==> config.mk <==
export PLATFORM = sky130hd
export DESIGN_NAME = mem_port_arbiter
export DESIGN_NICKNAME = d
export VERILOG_FILES = /design/src/rtl/mem_port_arbiter.sv
export SDC_FILE = /design/constraint.sdc
export NUM_CORES = 1
export LEC_CHECK = 0
export ABC_CLOCK_PERIOD_IN_PS = 2500
export CORE_MARGIN = 2
export CORE_UTILIZATION = 35
export CTS_CLUSTER_DIAMETER = 30
export DETAILED_ROUTE_END_ITERATION = 16
export PLACE_DENSITY = 0.69
export SLEW_MARGIN = 40
export SYNTH_ARGS = -nofsm -noshare
export SYNTH_HDL_FRONTEND = slang
export SYNTH_SLANG_ARGS = --single-unit
==> constraint.sdc <==
create_clock -name clk -period 2.5 [get_ports clk]
set_clock_uncertainty 0.15 [all_clocks]
set_input_delay 0.375 -clock clk [delete_from_list [all_inputs] [get_ports clk]]
set_output_delay 0.375 -clock clk [all_outputs]
set_load 0.05 [all_outputs]
==> src/rtl/mem_port_arbiter.sv <==
// Arbiter sharing one single-ported memory between instruction fetch and the data load/store path.
// Sequences each access over a variable-latency ready handshake, with starvation and timeout bounds.
module mem_port_arbiter #(
    parameter int ADDR_W     = 16,
    parameter int DATA_W     = 16,
    parameter int STARVE_LIM = 4,
    parameter int TIMEOUT    = 15
) (
    input  logic              clk,
    input  logic              rst_n,
    input  logic              if_req,
    input  logic [ADDR_W-1:0] if_addr,
    output logic              if_ack,
    output logic [DATA_W-1:0] if_rdata,
    input  logic              dm_rd,
    input  logic              dm_wr,
    input  logic [ADDR_W-1:0] dm_addr,
    input  logic [DATA_W-1:0] dm_wdata,
    output logic              dm_ack,
    output logic [DATA_W-1:0] dm_rdata,
    output logic              mem_en,
    output logic              mem_we,
    output logic [ADDR_W-1:0] mem_addr,
    output logic [DATA_W-1:0] mem_wdata,
    input  logic [DATA_W-1:0] mem_rdata,
    input  logic              mem_rdy,
    output logic              busy,
    output logic              err
);

    typedef enum logic [1:0] {
        IDLE    = 2'd0,
        IF_WAIT = 2'd1,
        DM_WAIT = 2'd2,
        RESP    = 2'd3
    } state_e;

    localparam logic [3:0] STARVE_MAX = 4'(STARVE_LIM);
    localparam logic [7:0] WAIT_LAST  = 8'(TIMEOUT - 1);

    state_e            state_q, state_d;
    logic [3:0]        starveCnt_q, starveCnt_d;
    logic [7:0]        waitCnt_q, waitCnt_d;
    logic              isFetch_q, isFetch_d;
    logic              errFlag_q, errFlag_d;
    logic              memWe_q, memWe_d;
    logic [ADDR_W-1:0] memAddr_q, memAddr_d;
    logic [DATA_W-1:0] memWdata_q, memWdata_d;
    logic [DATA_W-1:0] ifRdata_q, ifRdata_d;
    logic [DATA_W-1:0] dmRdata_q, dmRdata_d;
    logic              dataReq;
    logic              fetchWins;

    assign dataReq   = dm_rd | dm_wr;
    assign fetchWins = if_req && (!dataReq || (starveCnt_q == STARVE_MAX));

    always_comb begin
        state_d     = state_q;
        starveCnt_d = starveCnt_q;
        waitCnt_d   = waitCnt_q;
        isFetch_d   = isFetch_q;
        errFlag_d   = errFlag_q;
        memWe_d     = memWe_q;
        memAddr_d   = memAddr_q;
        memWdata_d  = memWdata_q;
        ifRdata_d   = ifRdata_q;
        dmRdata_d   = dmRdata_q;
        case (state_q)
            IDLE: begin
                if (!if_req) begin
                    starveCnt_d = '0;
                end
                if (fetchWins) begin
                    state_d     = IF_WAIT;
                    isFetch_d   = 1'b1;
                    memAddr_d   = if_addr;
                    memWe_d     = 1'b0;
                    errFlag_d   = 1'b0;
                    waitCnt_d   = '0;
                    starveCnt_d = '0;
                end else if (dataReq) begin
                    // A simultaneous read+write request is served as a write and flagged as an error.
                    state_d    = DM_WAIT;
                    isFetch_d  = 1'b0;
                    memAddr_d  = dm_addr;
                    memWdata_d = dm_wdata;
                    memWe_d    = dm_wr;
                    errFlag_d  = dm_rd & dm_wr;
                    waitCnt_d  = '0;
                    if (if_req && (starveCnt_q != STARVE_MAX)) begin
                        starveCnt_d = starveCnt_q + 4'd1;
                    end
                end
            end
            IF_WAIT, DM_WAIT: begin
                if (mem_rdy) begin
                    state_d = RESP;
                    if (isFetch_q) begin
                        ifRdata_d = mem_rdata;
                    end else if (!memWe_q) begin
                        dmRdata_d = mem_rdata;
                    end
                end else begin
                    waitCnt_d = waitCnt_q + 8'd1;
                    if (waitCnt_q == WAIT_LAST) begin
                        state_d   = RESP;
                        errFlag_d = 1'b1;
                        if (isFetch_q) begin
                            ifRdata_d = '0;
                        end else if (!memWe_q) begin
                            dmRdata_d = '0;
                        end
                    end
                end
            end
            RESP: begin
                state_d = IDLE;
            end
            default: begin
                state_d = IDLE;
            end
        endcase
    end

    always_ff @(posedge clk or negedge rst_n) begin
        if (!rst_n) begin
            state_q     <= IDLE;
            starveCnt_q <= '0;
            waitCnt_q   <= '0;
            isFetch_q   <= 1'b0;
            errFlag_q   <= 1'b0;
            memWe_q     <= 1'b0;
            memAddr_q   <= '0;
            memWdata_q  <= '0;
            ifRdata_q   <= '0;
            dmRdata_q   <= '0;
        end else begin
            state_q     <= state_d;
            starveCnt_q <= starveCnt_d;
            waitCnt_q   <= waitCnt_d;
            isFetch_q   <= isFetch_d;
            errFlag_q   <= errFlag_d;
            memWe_q     <= memWe_d;
            memAddr_q   <= memAddr_d;
            memWdata_q  <= memWdata_d;
            ifRdata_q   <= ifRdata_d;
            dmRdata_q   <= dmRdata_d;
        end
    end

    assign mem_en    = (state_q == IF_WAIT) || (state_q == DM_WAIT);
    assign mem_we    = memWe_q;
    assign mem_addr  = memAddr_q;
    assign mem_wdata = memWdata_q;
    assign if_rdata  = ifRdata_q;
    assign dm_rdata  = dmRdata_q;
    assign busy      = (state_q != IDLE);
    assign if_ack    = (state_q == RESP) && isFetch_q;
    assign dm_ack    = (state_q == RESP) && !isFetch_q;
    assign err       = (state_q == RESP) && errFlag_q;

endmodule

==> qor.csv <==
metric;value;unit
hold_class;reg -> reg;
synth_nets;372;
gp_congestion;0.769;
num_vias;2753;
hpwlAfterDp;6300;um
hold_ws;0.337;ns
status;complete, no violations;
worst_pin_slew;0.536;ns
reg2reg_from;waitCnt_q[0];
nets;520;
max_stage_delay;0.80;ns
drive_gt1_share;18.9;%
htree_num_levels;3;
core_area;10200;um^2
drtIter0Drc;83;
setup_tns;0;ns
row_count;37;
drv_cap;0;
synth_enable_flop_cells;0;
avgViaCountPerCell;4.71;
port_buffers;139;
n_antenna_cell;0;
clockBufferDepth;2;
synth_top_area_share;55.8;%
wirelength;8460;um
start_kind;flip-flop;
die_h;106;um
arrival;1.85;ns
ant_nets;0;
antenna_found_initial;0;
worstSetupPathType;reg -> out;
die_width;106;um
die_area;11200;um^2
first_pass_iters;4;
slew_headroom;64.1;%
syn_area;3630;um^2
grt_pass1_vias;2880;
insertion_delay;0.35;ns
grt_overflow;0;
crit_slowest_cell;clkdlybuf4s50_1;
cts-root-buf;clkbuf_8;
power.leakage;2.47;nW
cp_data_required_time;1.98;ns
cts_buffers;9;
cp_max_fo;3;
irDropWorstVdd;0.583;mV
rsz0062_at_grt;false;
finalNonFillerCells;585;
synthCells;296;
grt_pass1_wl;14000;um
max_freq;420;MHz
ys_seq_area_share;55.8;%
grt_usage;15.8;%
drc;0;
clk_pin_slew;0.09;ns
start_util;35.7;%
path_cells;ha_1 -> nor2b_1 -> clkdlybuf4s50_1;
synthTopCellsByArea;dfrtp_1 56%, mux2_2 12%, mux2i_1 4.7%;
synthArstFlopShare;100;%
register_area;2030;um^2
post-route-period-util;95.2;%
period_minus_slack;2.38;ns
yosysUniqueCellTypes;43;
yosysWarnings;0;
maxSlewViolCount;0;
area_growth;50.9;%
fillCellCount;896;
synth_flop_cell;dfrtp_1;
layout_common_cells;136 x clkdlybuf4s50_1, 81 x dfrtp_1, 38 x mux2_2, 28 x o21ai_0, 24 x nand2_1;
place_inst;568;
grt_max_degree;48;
finalHoldViolations;0;
finalSetupViolCount;0;
cp-end-kind;output pin;
cp-startpoint;state_q[1];
pin_count;140;
cts_tree;done;
pwr_density_cell;1420;nW/um^2
multiInputGateArea;1520;um^2
final_common_cell;clkdlybuf4s50_1;
numClockSinks;81;
synth-seq-cells;81;
avgSynthCellArea;12.3;um^2
hp-start;mem_addr[7];
synth_area_leader_cell;dfrtp_1;
wire_per_inst;14.5;um
[metal layers]
layer  global-route usage (%)  vias up  wire length, um
met5                        0        -                0
met4                     6.58        0              143
met3                     3.83       11              524
met2                     26.0       97             4170
met1                     19.9     1309             3620
li1                         -     1336                -
[cells in the mapped netlist, types with 2 or more instances]
library cell  instances
nand2_1              24
o21ai_0              28
ha_1                  6
and2_1               18
a21oi_1               7
nor2_1                4
or3_1                 6
inv_1                11
mux2_2               38
or2_2                 2
nand4_1               3
mux2_4               10
nand3_1               3
buf_2                 5
clkbuf_1              7
mux2i_1              17
dfrtp_1              81
[report_power, final]
group | total, W | switching [W] | internal, W
Sequential | 0.00222 | 0.000336 | 0.00189
Clock | 0.00108 | 0.000483 | 0.000598
Combinational | 0.00450 | 0.00279 | 0.00171
[cell type report]
cell class,count,area share (%)
Timing Repair Buffer,150,27.3
Multi-Input combinational cell,191,27.7
Clock buffer,11,2.58
Inverter,11,0.753
Sequential cell,81,37.0
Clock inverter,5,1.58
Tap cell,136,3.11
[through the flow]
stage	instance area (um^2)	util, %	total power, W	setup slack (ns)
floorplan	3630	-	0.00523	0.0424
global placement	5240	51.5	0.00670	0.172
detailed placement	5240	51.5	0.00679	0.123
CTS	5480	53.8	0.00790	0.0787
global route	5480	53.8	0.00825	0.0249
finish	5480	53.8	0.00781	0.121
[final timing paths]
path | endpoint | slack [ns] | cells past startpoint
max | dm_ack | 0.12 | 3
min | mem_addr[7] | 0.34 | 2
max reg2reg | dm_rdata[11] | 0.22 | 7
min reg2reg | mem_addr[7] | 0.34 | 2
max in group asynchronous | dm_rdata[11] | 1.22 | 3
min in group asynchronous | state_q[1] | 0.38 | 2
[sequential cells by signal (all words and copies together) (netlist names)]
name         count
state_q          2
mem_addr        16
isFetch_q        1
errFlag_q        1
waitCnt_q        8
mem_we           1
mem_wdata       16
starveCnt_q      4
dm_rdata        16
if_rdata        16
[critical path: cells and delay by family, from the launching register on]
family / cells / cell delay, ns
simple gates: 1 / 0.13
fa+ha+maj: 1 / 0.19
flops: 1 / 0.39
buf+inv: 1 / 0.80
[kinds of logic after synthesis]
family / Yosys count / share of synthesized area [%]
xor gates and xnor gates: 1 / 0.241
buffers and inverters: 24 / 2.86
and+or+nand+nor: 72 / 11.0
muxes: 65 / 20.6
adders and majority gates: 6 / 2.07
DFF: 81 / 55.8
AOI/OAI and AO/OA: 47 / 7.41
[timing repair]
item | in CTS | in global routing
endpoints found under the hold margin | 34 | 0
gates resized for setup | 0 | 0
setup buffers | 0 | 0
hold buffers | 1 | 0
Power figures use the tool's default switching activity.
